--- src/rtl/fpu_pkg.sv ---
`default_nettype none
// ============================================================================
//  Module   : fpu_pkg
//  Purpose  : Shared widths, constants and the stage-1 -> stage-2 payload
//             type for the add/sub normalise-and-round back end.
//  Revision : 1.0  initial release
// ============================================================================
package fpu_pkg;

    localparam int EXP_W = 8;
    localparam int MAN_W = 23;
    // Raw sum layout: [SUM_W-1] carry, [SUM_W-2] hidden, fraction, G, R, S
    localparam int SUM_W = MAN_W + 5;
    localparam int BIAS  = 127;

    localparam logic [EXP_W-1:0]         EXP_MAX = {EXP_W{1'b1}};
    localparam logic [EXP_W+MAN_W:0]     QNAN    = 32'h7FC0_0000;

    // The hidden bit is implied once normalised, so only fraction + G/R/S
    // are carried into the rounding stage.
    typedef struct packed {
        logic                    sign;
        logic signed [EXP_W+1:0] exp;
        logic [SUM_W-3:0]        mant;
        logic                    zero;
        logic                    special;
        logic                    nan;
    } s1_payload_t;

endpackage
`default_nettype wire

--- src/rtl/add_sub_lzc.sv ---
`default_nettype none
// ============================================================================
//  Module   : add_sub_lzc
//  Purpose  : Combinational leading-zero counter over the hidden bit and
//             everything below it. Returns W-1 for an all-zero input.
//  Ports    : i_vec  [W-2:0]          vector to scan (MSB = hidden bit)
//             o_cnt  [$clog2(W)-1:0]  leading zero count
//  Revision : 1.0  initial release
// ============================================================================
module add_sub_lzc
    import fpu_pkg::*;
#(
    parameter int W = SUM_W
) (
    input  logic [W-2:0]           i_vec,
    output logic [$clog2(W)-1:0]   o_cnt
);

    localparam int CNT_W = $clog2(W);

    logic w_found;

    // Priority scan from the MSB; first set bit wins.
    always_comb begin
        o_cnt   = CNT_W'(W - 1);
        w_found = 1'b0;
        for (int i = W - 2; i >= 0; i--) begin
            if (!w_found && i_vec[i]) begin
                o_cnt   = CNT_W'(W - 2 - i);
                w_found = 1'b1;
            end
        end
    end

endmodule
`default_nettype wire

--- src/rtl/add_sub_norm_round.sv ---
`default_nettype none
// ============================================================================
//  Module   : add_sub_norm_round
//  Purpose  : Normalise, round-to-nearest-even and pack the raw mantissa
//             sum of the FPU add/sub datapath. Two-stage valid/ready pipe.
//  Ports    : i_clk, i_rst_n (async, active low)
//             i_valid/o_ready  upstream handshake; i_sign, i_exp, i_mant
//             o_valid/i_ready  downstream handshake; o_data {sign,exp,frac}
//             o_overflow (saturated to Inf), o_underflow (flushed to zero)
//  Revision : 1.0  initial release
// ============================================================================
module add_sub_norm_round #(
    parameter int EXP_W = fpu_pkg::EXP_W,
    parameter int MAN_W = fpu_pkg::MAN_W,
    parameter int SUM_W = fpu_pkg::SUM_W
) (
    input  logic                   i_clk,
    input  logic                   i_rst_n,
    input  logic                   i_valid,
    output logic                   o_ready,
    input  logic                   i_sign,
    input  logic [EXP_W-1:0]       i_exp,
    input  logic [SUM_W-1:0]       i_mant,
    output logic                   o_valid,
    input  logic                   i_ready,
    output logic [EXP_W+MAN_W:0]   o_data,
    output logic                   o_overflow,
    output logic                   o_underflow
);
    import fpu_pkg::*;

    localparam int LZ_W = $clog2(SUM_W);
    localparam int EW   = EXP_W + 2;

    // ------------------------------------------------------------------
    // Stage 1: normalise
    // ------------------------------------------------------------------
    logic                 w_carry;
    logic [SUM_W-2:0]     w_low;
    logic [LZ_W-1:0]      w_lz;
    logic [SUM_W-3:0]     w_shl;
    logic [EW-1:0]        w_exp_ext;
    s1_payload_t          s1_d;
    s1_payload_t          s1_q;
    logic                 s1_valid_q;

    assign w_carry   = i_mant[SUM_W-1];
    assign w_low     = i_mant[SUM_W-2:0];
    assign w_exp_ext = {2'b00, i_exp};
    // The hidden bit lands just above this window after the shift and is
    // dropped, so only the bits below it need shifting.
    assign w_shl     = w_low[SUM_W-3:0] << w_lz;

    add_sub_lzc #(.W(SUM_W)) u_lzc (
        .i_vec (w_low),
        .o_cnt (w_lz)
    );

    always_comb begin
        s1_d      = '0;
        s1_d.sign = i_sign;
        if (&i_exp) begin
            s1_d.special = 1'b1;
            s1_d.nan     = |i_mant[SUM_W-3:3];
        end else if (w_carry) begin
            // Right shift by one; bits falling off the end fold into sticky.
            s1_d.exp  = w_exp_ext + EW'(1);
            s1_d.mant = {i_mant[SUM_W-2:2], |i_mant[1:0]};
        end else if (w_low == '0) begin
            s1_d.sign = 1'b0;
            s1_d.zero = 1'b1;
        end else begin
            s1_d.exp  = w_exp_ext - {{(EW-LZ_W){1'b0}}, w_lz};
            s1_d.mant = w_shl;
        end
    end

    // ------------------------------------------------------------------
    // Stage 2: round and pack (combinational from the stage-1 register)
    // ------------------------------------------------------------------
    logic                  w_round_up;
    logic [MAN_W:0]        w_rnd;
    logic [EW-1:0]         w_exp_r;
    logic                  w_unf;
    logic                  w_ovf;
    logic [EXP_W+MAN_W:0]  s2_data_d;
    logic                  s2_ovf_d;
    logic                  s2_unf_d;

    assign w_round_up = s1_q.mant[2] & (s1_q.mant[1] | s1_q.mant[0] | s1_q.mant[3]);
    assign w_rnd      = {1'b0, s1_q.mant[SUM_W-3:3]} + {{MAN_W{1'b0}}, w_round_up};
    // A carry out of the fraction leaves it all-zero and bumps the exponent.
    assign w_exp_r    = s1_q.exp + {{(EW-1){1'b0}}, w_rnd[MAN_W]};
    // Flush decision uses the pre-rounding exponent: denormals never round.
    assign w_unf      = s1_q.exp[EW-1] | (s1_q.exp == '0);
    // Exponent is non-negative here and never exceeds 2^EXP_W+1.
    assign w_ovf      = !w_exp_r[EW-1] & (w_exp_r[EW-2] | (&w_exp_r[EXP_W-1:0]));

    always_comb begin
        s2_data_d = '0;
        s2_ovf_d  = 1'b0;
        s2_unf_d  = 1'b0;
        if (s1_q.special) begin
            s2_data_d = s1_q.nan ? QNAN : {s1_q.sign, EXP_MAX, {MAN_W{1'b0}}};
        end else if (s1_q.zero) begin
            s2_data_d = '0;
        end else if (w_unf) begin
            s2_data_d = {s1_q.sign, {(EXP_W+MAN_W){1'b0}}};
            s2_unf_d  = 1'b1;
        end else if (w_ovf) begin
            s2_data_d = {s1_q.sign, EXP_MAX, {MAN_W{1'b0}}};
            s2_ovf_d  = 1'b1;
        end else begin
            s2_data_d = {s1_q.sign, w_exp_r[EXP_W-1:0], w_rnd[MAN_W-1:0]};
        end
    end

    // ------------------------------------------------------------------
    // Handshake and pipeline registers
    // ------------------------------------------------------------------
    logic w_s2_free;
    logic w_s1_advance;
    logic o_valid_q;
    logic [EXP_W+MAN_W:0] o_data_q;
    logic o_overflow_q;
    logic o_underflow_q;

    assign w_s2_free    = !o_valid_q || i_ready;
    assign w_s1_advance = s1_valid_q && w_s2_free;
    assign o_ready      = !s1_valid_q || w_s1_advance;

    always_ff @(posedge i_clk or negedge i_rst_n) begin
        if (!i_rst_n) begin
            s1_valid_q <= 1'b0;
            s1_q       <= '0;
        end else if (o_ready) begin
            s1_valid_q <= i_valid;
            if (i_valid) begin
                s1_q <= s1_d;
            end
        end
    end

    always_ff @(posedge i_clk or negedge i_rst_n) begin
        if (!i_rst_n) begin
            o_valid_q     <= 1'b0;
            o_data_q      <= '0;
            o_overflow_q  <= 1'b0;
            o_underflow_q <= 1'b0;
        end else if (w_s2_free) begin
            o_valid_q <= s1_valid_q;
            if (s1_valid_q) begin
                o_data_q      <= s2_data_d;
                o_overflow_q  <= s2_ovf_d;
                o_underflow_q <= s2_unf_d;
            end
        end
    end

    assign o_valid     = o_valid_q;
    assign o_data      = o_data_q;
    assign o_overflow  = o_overflow_q;
    assign o_underflow = o_underflow_q;

endmodule
`default_nettype wire

--- config.mk ---
export PLATFORM = sky130hd
export DESIGN_NAME = add_sub_norm_round
export DESIGN_NICKNAME = d
export VERILOG_FILES = /design/src/rtl/fpu_pkg.sv /design/src/rtl/add_sub_lzc.sv /design/src/rtl/add_sub_norm_round.sv
export SDC_FILE = /design/constraint.sdc
export NUM_CORES = 1
export LEC_CHECK = 0
export CORE_MARGIN = 2
export CORE_UTILIZATION = 45
export DETAILED_ROUTE_END_ITERATION = 16
export GPL_TIMING_DRIVEN = 1
export PLACE_DENSITY = 0.7
export SLEW_MARGIN = 10
export SYNTH_ARGS = -nofsm -noshare
export SYNTH_HDL_FRONTEND = slang
export SYNTH_HIERARCHICAL = 1
export SYNTH_SLANG_ARGS = --single-unit
--- constraint.sdc ---
create_clock -name i_clk -period 2.7 [get_ports i_clk]
set_input_delay 0.27 -clock i_clk [delete_from_list [all_inputs] [get_ports i_clk]]
set_output_delay 0.27 -clock i_clk [all_outputs]
set_load 0.01 [all_outputs]
==> impl_metrics.env, run 1 <==
export IMPL_ir_worst_vdd_uv=320
export IMPL_synthCells=633
export IMPL_antenna_found_initial=0
export IMPL_syn2layout_area_growth_pct=45.1
export IMPL_power_uw=4160
export IMPL_synthTopCellsByArea="dfrtp_1 (33%), mux4_2 (9.7%), nand2_1 (5.4%)"
export IMPL_cts_root_buf="clkbuf_16"
export IMPL_via_count=5951
export IMPL_synth_area_um2=5810
export IMPL_relSlewSlack_pct=31.8
export IMPL_drive_gt1_share_pct=34.1
export IMPL_cpLargestDelayFamily="simple AND/OR/NAND/NOR gates"
export IMPL_worst_path_buf_inv=2
export IMPL_dp_cells=972
export IMPL_gp_congestion=0.938
export IMPL_wl_per_cell_um=19.0
export IMPL_viasPerCell=5.94
export IMPL_synth_warnings=6
export IMPL_drc=0
export IMPL_fin_worst_skew_ps=7.70
export IMPL_first_iter_violations=549
export IMPL_endpoint_kind="register"
export IMPL_max_cap_viol_count=0
export IMPL_ys_ff_latch=76
export IMPL_dr_pass1_iters=5
export IMPL_grt_max_degree=41
export IMPL_worst_setup_path_type="register to register"
export IMPL_grt_pass1_vias=5601
export IMPL_post_route_period_util_pct=102
export IMPL_cts_buffer_depth=2
export IMPL_rsz0062_at_grt="yes"
export IMPL_io_buffers=76
export IMPL_crit_slowest_cell="or4b_4"
export IMPL_h_tree_depth=3
export IMPL_yosysTopAreaCellShare_pct=32.7
export IMPL_final_instance_count_excl_fill=1002
export IMPL_critPathLaunchType="register"
export IMPL_rows=41
export IMPL_yosysSeqAreaShare_pct=32.7
export IMPL_cts_sinks=76
export IMPL_yosys_area_top_type="dfrtp_1"
export IMPL_syn_nets=684
export IMPL_grt_ovfl_total=0
export IMPL_fp_dieH_um=118
export IMPL_rrSetupSlack_ps=-60
export IMPL_finalNetCount=877
export IMPL_hold_path_class="input port to asynchronous set/reset pin"
export IMPL_avgSynthCellArea_um2=9.19
export IMPL_outcome="finished with violations"
export IMPL_critPathRequiredTime_ps=2870
export IMPL_synth_top_flop_cell="dfrtp_1"
export IMPL_cts_tree="yes"
export IMPL_crit_arrival_ps=2930
export IMPL_clk_latency_ps=330
export IMPL_timing_fmax_mhz=362
export IMPL_numCtsBuffers=9
export IMPL_crit_cells=11
export IMPL_grt_pass1_wl_um=29600
export IMPL_start_util_pct=46.1
export IMPL_min_period_ps=2760
export IMPL_finalSetupViolCount=24
export IMPL_r2r_start="s1_q[11]"
export IMPL_synthArstFlopShare_pct=100
export IMPL_finalHoldWorstSlack_ps=35.8
export IMPL_r2r_end="o_data[8]"
export IMPL_ios=77
export IMPL_reg2reg_depth=11
export IMPL_num_antenna_cells=0
export IMPL_synth_distinct_cells=77
export IMPL_crit_start="s1_q[11]"
export IMPL_max_stage_delay_ps=520
export IMPL_path_cells="nand4_1 > nor3_2 > buf_4 > and4_4 > ha_4 > xnor2_2 > o22ai_2 > or4b_4 > o21ai_4 > clkbuf_16 > o31ai_1"
export IMPL_worst_pin_slew_ps=1020
export IMPL_die_area_um2=13800
export IMPL_power_density_nw_per_um2=493
export IMPL_die_x_um=118
export IMPL_leakagePower_uw=0.00357
export IMPL_core_um2=12600
export IMPL_slew_viol_final=0
export IMPL_cts_hold_buf=0
export IMPL_setup_ws_ps=-61.0
export IMPL_crit_fanout=11
export IMPL_hpwl_um=14300
export IMPL_violations="setup timing"
export IMPL_clk_pin_slew_ps=60
export IMPL_synth_edff_count=0
export IMPL_postRouteAntennaNets=0
export IMPL_hold_viol_final=0
export IMPL_post_place_ws_ps=-896
export IMPL_grt_use_total_pct=26.7
export IMPL_wl_um=19100
## through the flow
stage / area, um2 / util, % / setup TNS (ps)
3_5_place_dp: 7720 / 61.2 / -24100
3_3_place_gp: 7720 / 61.2 / -21110
6_report: 8440 / 66.8 / -922
4_1_cts: 8080 / 64.0 / -64.5
5_1_grt: 8440 / 66.8 / -4350
2_1_floorplan: 5950 / - / -2820
## worst register-to-register path: stages, from the launching register on
cell and delay (ps):
dfrtp_1 360, nand4_1 160, nor3_2 150, buf_4 170
and4_4 270, ha_4 180, xnor2_2 80, o22ai_2 160
or4b_4 520, o21ai_4 270, clkbuf_16 220, o31ai_1 80
## worst max-delay path by stage
stage               slack (ps)        end
floorplan                 -440   s1_q[35]
global placement          -810   s1_q[35]
detailed placement        -900   s1_q[35]
CTS                        -30   s1_q[35]
global route              -190   s1_q[35]
finish                     -60  o_data[8]
## registers in the layout, summed over array words and instances, names as in the netlist
name	count
s1_valid_q	1
o_underflow	1
s1_q	40
o_data	32
o_overflow	1
o_valid	1
## routing by layer
metal / wire length, um / vias up / share of wire, % / global-route usage, %
met5: 0 / - / 0 / 0
met4: 663 / 0 / 3.5 / 11.1
met3: 1080 / 49 / 5.6 / 3.10
met2: 9170 / 239 / 48 / 42.0
met1: 8180 / 2877 / 43 / 37.6
li1: - / 2786 / - / -
## cell families (layout without fill, tap and decap cells)
family,count (synthesis),after routing,share of synthesized area (%)
AO/OA/AOI/OAI,167,167,20.7
XOR/XNOR,31,31,4.67
adder cells (fa/ha/maj),10,10,2.28
buffers and inverters,63,260,4.99
flip-flops,76,76,32.7
multiplexers,44,44,13.1
AND/OR/NAND/NOR,242,242,21.6
## timing repair
action / CTS / global route
cloned: 0 / 2
pin swaps: 24 / 24
setup endpoints to repair: 61 / 59
gates resized for setup: 75 / 60
setup buffers: 5 / 10
## power breakdown
group          internal (uW)  switching, uW
sequential              1340            167
clock                    664            439
combinational            804            745
## layout by cell type (no fill, tap or decap), drive strengths merged, types with 17 or more instances in the layout
| cell type | instances |
|---|---|
| xor2 | 17 |
| buf | 148 |
| mux4 | 25 |
| a22oi | 24 |
| o31ai | 27 |
| nor2 | 43 |
| clkdlybuf4s50 | 49 |
| dfrtp | 76 |
| nand2 | 83 |
| clkbuf | 22 |
| a21oi | 24 |
| o21ai | 32 |
| inv | 26 |
| nand3 | 25 |
## area by class of cell
class                      count  area (um2)
clock inverter                 2        10.0
timing repair buffer         218        1880
inverter                      27         109
tap                          172         215
fill                        1088        4180
multi-input combinational    494        4060
sequential                    76        1900
clock buffer                  13         260
## cells in the mapped netlist, types with 8 or more instances
master	instances
a211oi_1	8
a21oi_1	23
a22o_1	8
a22oi_1	24
and2_1	8
and3_1	8
clkbuf_1	22
dfrtp_1	76
ha_1	9
inv_1	26
mux2i_1	14
mux4_2	25
nand2_1	83
nand3_1	25
nand4_1	11
nor2_1	43
nor3_1	12
nor4_1	12
o21ai_0	28
o31ai_1	27
xnor2_1	14
xor2_1	17
(Power assumes the default switching activity.)
==> run 2, diff against run 1 <==
--- a/config.mk
+++ b/config.mk
@@ -5,6 +5,7 @@
 export SDC_FILE = /design/constraint.sdc
 export NUM_CORES = 1
 export LEC_CHECK = 0
+export CAP_MARGIN = 20
 export CORE_MARGIN = 2
 export CORE_UTILIZATION = 45
 export DETAILED_ROUTE_END_ITERATION = 16
==> results of run 2 <==
Same layout as run 1: the final DEF is identical, and so are final timing and power.
==> run 3, diff against run 2 <==
--- a/config.mk
+++ b/config.mk
@@ -6,11 +6,12 @@
 export NUM_CORES = 1
 export LEC_CHECK = 0
 export CAP_MARGIN = 20
+export CORE_ASPECT_RATIO = 0.5
 export CORE_MARGIN = 2
 export CORE_UTILIZATION = 45
 export DETAILED_ROUTE_END_ITERATION = 16
 export GPL_TIMING_DRIVEN = 1
-export PLACE_DENSITY = 0.7
+export PLACE_DENSITY = 0.67
 export SLEW_MARGIN = 10
 export SYNTH_ARGS = -nofsm -noshare
 export SYNTH_HDL_FRONTEND = slang
==> constraint.sdc (replaced) <==
create_clock -name i_clk -period 3.3 [get_ports i_clk]
set_input_delay 0.33 -clock i_clk [delete_from_list [all_inputs] [get_ports i_clk]]
set_output_delay 0.33 -clock i_clk [all_outputs]
set_load 0.01 [all_outputs]
==> run 3 against run 2 <==
  * The flow now finishes without violations
  * Non-clock buffer count down 63
  * Clock power down 9%
  * Design area down 9.4%
  * Clock skew down 3.5 ps
  * Sequential power down 17%
  * Critical endpoint is now s1_q[38]
  * Sequential cell count unchanged
  * Via count down 3.9%
  * Critical path depth up 3
  * Register-to-register slack better by 250 ps
  * Total power down 20%
==> impl_metrics.env, run 3 (same netlist as run 1, synthesis figures left out) <==
export IMPL_power_density_nw_per_um2=434
export IMPL_post_route_period_util_pct=95.9
export IMPL_max_stage_delay_ps=480
export IMPL_wl_per_cell_um=19.6
export IMPL_via_count=5719
export IMPL_crit_slowest_cell="clkdlybuf4s50_1"
export IMPL_regMostFlops="s1_q"
export IMPL_worst_pin_slew_ps=973
export IMPL_worst_path_buf_inv=3
export IMPL_path_cells="clkdlybuf4s50_1 > nor2_1 > nand2_1 > nor2_1 > a211o_1 > a221oi_4 > ha_2 > inv_2 > fa_2 > a21oi_2 > o21ai_2 > a2111oi_0 > buf_4 > a21o_1"
export IMPL_timing_fmax_mhz=316
export IMPL_postRouteAntennaNets=0
export IMPL_clk_pin_slew_ps=60
export IMPL_start_util_pct=46.0
export IMPL_reg2reg_depth=11
export IMPL_num_antenna_cells=0
export IMPL_grt_max_degree=77
export IMPL_h_tree_depth=3
export IMPL_fin_worst_skew_ps=4.24
export IMPL_min_period_ps=3160
export IMPL_fin_area_um2=7640
export IMPL_dpl_cell_area_um2=7230
export IMPL_grt_ovfl_total=0
export IMPL_viasPerCell=6.10
export IMPL_die_area_um2=13900
export IMPL_cts_root_buf="clkbuf_16"
export IMPL_cpLargestDelayFamily="compound AO/OA/AOI/OAI gates"
export IMPL_hpwl_um=13800
export IMPL_layout_common_cells="nand2_1 (83), buf_4 (78), dfrtp_1 (76)"
export IMPL_clk_latency_ps=340
export IMPL_critPathRequiredTime_ps=3580
export IMPL_ir_worst_vdd_uv=295
export IMPL_cts_sinks=76
export IMPL_critPathLaunchType="input port"
export IMPL_crit_cells=14
export IMPL_numCtsBuffers=9
export IMPL_core_um2=12600
export IMPL_outcome="finished, final reports clean"
export IMPL_drive_gt1_share_pct=21.0
export IMPL_max_cap_viol_count=0
export IMPL_syn2layout_area_growth_pct=31.4
export IMPL_rows=29
export IMPL_relSlewSlack_pct=35.1
export IMPL_finalNetCount=814
export IMPL_io_buffers=76
export IMPL_final_common_cell="nand2_1"
export IMPL_ios=77
export IMPL_leakagePower_uw=0.00323
export IMPL_wl_um=18400
export IMPL_antenna_found_initial=0
export IMPL_grt_pass1_vias=5462
export IMPL_first_iter_violations=628
export IMPL_grt_pass1_wl_um=29300
export IMPL_finalSetupViolCount=0
export IMPL_dr_pass1_iters=5
export IMPL_worst_setup_path_type="input port to register"
export IMPL_hold_viol_final=0
export IMPL_drc=0
export IMPL_power_uw=3320
export IMPL_fp_dieH_um=84.4
export IMPL_grt_use_total_pct=27.3
export IMPL_largest_reg_flops=40
export IMPL_crit_arrival_ps=3440
export IMPL_endpoint_kind="register"
export IMPL_gp_congestion=0.991
export IMPL_slew_viol_final=0
export IMPL_cts_tree="yes"
export IMPL_tns_ps=0
export IMPL_cts_buffer_depth=2
export IMPL_die_x_um=165
export IMPL_crit_path_frequent_cell="nor2_1"
export IMPL_finalHoldWorstSlack_ps=145
export IMPL_hold_path_class="input port to asynchronous set/reset pin"
export IMPL_crit_fanout=3
[run 3: changes by cell type in the layout (fill, tap and decap cells not counted), sizes merged]
cell           change
buf               -68
clkdlybuf4s50     +15
clkbuf             -7
dlygate4sd2        -6
dlymetal6s2s       +6
clkinv             -3
bufinv             +1
clkdlybuf4s15      -1
inv                +1
[run 3: path summary, 6_finish.rpt]
kind | slack (ps) | start | to
min in group i_clk | 440 | i_mant[26] | s1_q[28]
worst max-delay path | 140 | i_mant[14] | s1_q[38]
worst min register to register | 470 | o_data[31] | o_data[31]
max in group asynchronous | 2520 | i_rst_n | o_data[17]
worst max register to register | 190 | s1_q[20] | o_data[0]
worst min-delay path | 140 | i_rst_n | o_data[26]
[run 3: metal layers]
layer / up-vias / track usage [%] / part of all wire, %
met5: - / 0 / 0
met4: 0 / 7.19 / 1.5
met3: 27 / 4.00 / 6.1
met2: 215 / 43.8 / 47
met1: 2816 / 38.9 / 46
li1: 2661 / - / -
[run 3: cell type report]
| cell class | count | area, um2 |
|---|---|---|
| Clock buffer | 15 | 268 |
| Sequential cell | 76 | 1900 |
| Clock inverter | 1 | 30.0 |
| Timing Repair Buffer | 155 | 1400 |
| Multi-Input combinational cell | 494 | 3730 |
| Inverter | 27 | 101 |
| Tap cell | 170 | 213 |
| Fill cell | 1133 | 4990 |
[run 3: report_power, final]
part / switching [uW] / internal (uW) / leakage, uW
sequential: 164 / 1100 / 0.000952
combinational: 512 / 545 / 0.00214
clock: 372 / 628 / 0.000144
[run 3: metrics by stage]
step | setup slack, ps | std cells | utilization (%)
after floorplan | 9.06 | 633 | -
after global placement | -392 | 919 | 57.2
after detailed placement | -488 | 919 | 57.2
after CTS | 9.60 | 935 | 59.8
after global routing | -3.31 | 938 | 60.5
final | 136 | 938 | 60.5
[run 3: what timing repair did]
item / 4_1_cts / 5_1_grt
pin swaps: 3 / 15
buffers inserted: 0 / 3
hold buffers: 0 / 0
gates resized for setup: 7 / 21
setup endpoints to repair: 12 / 38
==> patch: new RTL, flow settings as in run 1 <==
Put one more register stage on the output `o_overflow`, cleared by the reset. The value now appears one clock later. The other outputs are not delayed to match.
--- a/src/rtl/add_sub_norm_round.sv
+++ b/src/rtl/add_sub_norm_round.sv
@@ -159,7 +159,13 @@
 
     assign o_valid     = o_valid_q;
     assign o_data      = o_data_q;
-    assign o_overflow  = o_overflow_q;
+    always_ff @(posedge i_clk or negedge i_rst_n) begin
+        if (!i_rst_n) begin
+            o_overflow <= '0;
+        end else begin
+            o_overflow <= o_overflow_q;
+        end
+    end
     assign o_underflow = o_underflow_q;
 
 endmodule
Behaviour: not the same (Yosys sat finds a counterexample within 4 cycles, from zero or initial values and one cycle with i_rst_n low).
==> patch against run 1 <==
- the run still ends with setup timing left
- register-to-register slack gained 60 ps
- wire length fell by 3.2%
- setup slack got worse by 37 ps
- total power up 4.5%
- final cell count shrank 0.70%
- worst hold slack improved by 41 ps
- highest routed layer unchanged
- critical path depth increased by 1
- synthesized cell count is 0.16% higher
- sequential share of layout area increased by 0.29 points
- sequential cell count is 1 higher
- first-iteration DRC count decreased by 3.1%
- design area is essentially flat
- critical path type is now in -> reg
- area after synthesis up 0.43%
==> patch: results (changes against run 1) <==
- Maximum VDD drop: 299 uV (was 320 uV)
- Routability cong.: 0.972 (was 0.938)
- GRT Overall Usage: 26.6% (was 26.7%)
- Post-synthesis cell area: 5840 um^2 (was 5810 um^2)
- Post-synthesis xor/xnor area fraction: 4.65% (was 4.67%)
- Failing checks: setup timing (unchanged)
- FILL cells: 1036 (was 1088)
- Worst Clk Skew: 6.41 ps (was 7.70 ps)
- Setup violators final: 10 (was 24)
- Number of global-route vias before repair: 5788 (was 5601)
- Wire per inst: 18.6 um (was 19.0 um)
- IO Port Bufs: 76 (unchanged)
- Setup_tns: -393 ps (was -922 ps)
- Final HPWL DP: 14100 um (was 14300 um)
- H-Tree Depth: 3 (unchanged)
- Post-layout nets: 869 (was 877)
- Largest net degree at the start of global routing: 78 (was 41)
- DRT iter0 DRCs: 532 (was 549)
- Switch Pwr: 1.34 mW (was 1.35 mW)
- 1st-pass router iterations: 5 (unchanged)
- CP arrival: 3010 ps (was 2930 ps)
- Largest cells by area after synthesis: dfrtp_1 (33%), mux4_2 (9.6%), nand2_1 (5.3%) (was dfrtp_1 (33%), mux4_2 (9.7%), nand2_1 (5.4%))
- Clock Latency Late Sink: 330 ps (about the same)
- DR vias/cell: 5.92 (was 5.94)
- Post-Synth Adder-Cell Area: 2.27% (was 2.28%)
- Post-route DRC: 0 (unchanged)
- Status: finished with violations (unchanged)
- Synth cell count leaders: nand2_1 (83), dfrtp_1 (77), nor2_1 (43) (was nand2_1 (83), dfrtp_1 (76), nor2_1 (43))
- Root buffer cell: clkbuf_16 (unchanged)
- Hold Path Class: in -> async (unchanged)
- Post-synthesis mux area share: 13.0% (was 13.1%)
- Top-count cell post-synth: nand2_1 (unchanged)
- Register area share after synthesis: 33.0% (was 32.7%)
- Compound-cell area share of the yosys netlist: 20.6% (was 20.7%)
- Clk slew on worst S/H paths: 60 ps (about the same)
- Initial antenna violation count: 0 (unchanged)
- Leakage: 3.51 nW (was 3.57 nW)
- Antenna Cells: 0 (unchanged)
- CTS Buf Count: 9 (unchanged)
- Final worst slack: -97.7 ps (was -61.0 ps)
- Top reg by flops: s1_q (unchanged)
- Count of cell types in the netlist: 77 (unchanged)
- Max clock buf depth: 2 (unchanged)
- Global-route wire length before repair: 29900 um (was 29600 um)
- Fraction of layout cells with a size suffix above 1: 33.4% (was 34.1%)
- Worst slew margin: 36.3% (was 31.8%)
- Synthesized Nets: 685 (was 684)
patch: cell count changes after synthesis:
cell     change
dfrtp_1      +1
patch: worst paths after layout:
check | startpoint | endpoint | slack [ps] | depth (start not counted)
worst max-delay path | i_mant[24] | s1_q[21]$_DFFE_PN0P_ | -100 | 12
worst min-delay path | i_rst_n | s1_q[3]$_DFFE_PN0P_ | 80 | 1
worst max register to register | s1_q[13]$_DFFE_PN0P_ | o_data[3]$_DFFE_PN0P_ | 0 | 12
worst min register to register | o_overflow_q$_DFFE_PN0P_ | o_overflow$_DFF_PN0_ | 390 | 0
max in group asynchronous | i_rst_n | o_data[23]$_DFFE_PN0P_ | 2000 | 1
min in group i_clk | i_mant[26] | s1_q[28]$_DFFE_PN0P_ | 320 | 4
patch: area by class of cell:
cell class / count / share of cell area, %
Sequential cell: 77 / 22.8
Timing Repair Buffer: 209 / 21.4
Inverter: 27 / 1.29
Clock inverter: 3 / 0.801
Multi-Input combinational cell: 494 / 48.0
Tap cell: 172 / 2.55
Clock buffer: 13 / 3.08
patch: power groups by stage:
stage | clock network, mW | logic [mW] | registers [mW]
2_1_floorplan | 0 | 0.681 | 1.56
3_3_place_gp | 0 | 1.39 | 1.51
3_5_place_dp | 0 | 1.42 | 1.53
4_1_cts | 1.32 | 1.45 | 1.51
5_1_grt | 1.36 | 1.64 | 1.54
6_report | 1.31 | 1.52 | 1.52
patch: cells by family after synthesis:
group           Yosys count
fa+ha+maj                10
simple gates            242
mux                      44
buf+inv                  63
flops                    77
compound gates          167
xor+xnor                 31
patch: timing repair:
item                                    4_1_cts  5_1_grt
pin swaps                                    23       20
hold endpoints to repair                      0        0
buffers inserted                              9        6
hold buffers                                  0        0
endpoints found under the setup margin       63       53
gates resized for setup                      96       43
cloned                                        0        1
patch: worst max-delay path, cell delays in order:
cell	delay (ps)
buf_6	90
or4_4	540
nor3_4	210
nand4_4	160
nor2_4	160
a221oi_4	80
buf_4	180
buf_12	150
mux4_2	450
mux4_2	480
a22oi_2	140
o21ai_1	70
patch: metal layers:
layer,routed length (um),GRT usage [%],share of wire [%],vias up
li1,-,-,-,2778
met1,7870,36.3,43,2847
met2,9110,45.0,49,237
met3,1090,3.15,5.9,31
met4,411,7.45,2.2,0
met5,0,0,0,-
patch: metrics by stage:
stage          power, mW  instances  setup slack (ps)  instance area [um^2]
3_3_place_gp        2.91        964              -812                  7680
5_1_grt             4.55        995              -162                  8440
3_5_place_dp        2.95        964              -982                  7680
2_1_floorplan       2.24        634              -444                  5970
4_1_cts             4.29        989             -29.3                  8210
6_report            4.34        995             -97.7                  8440
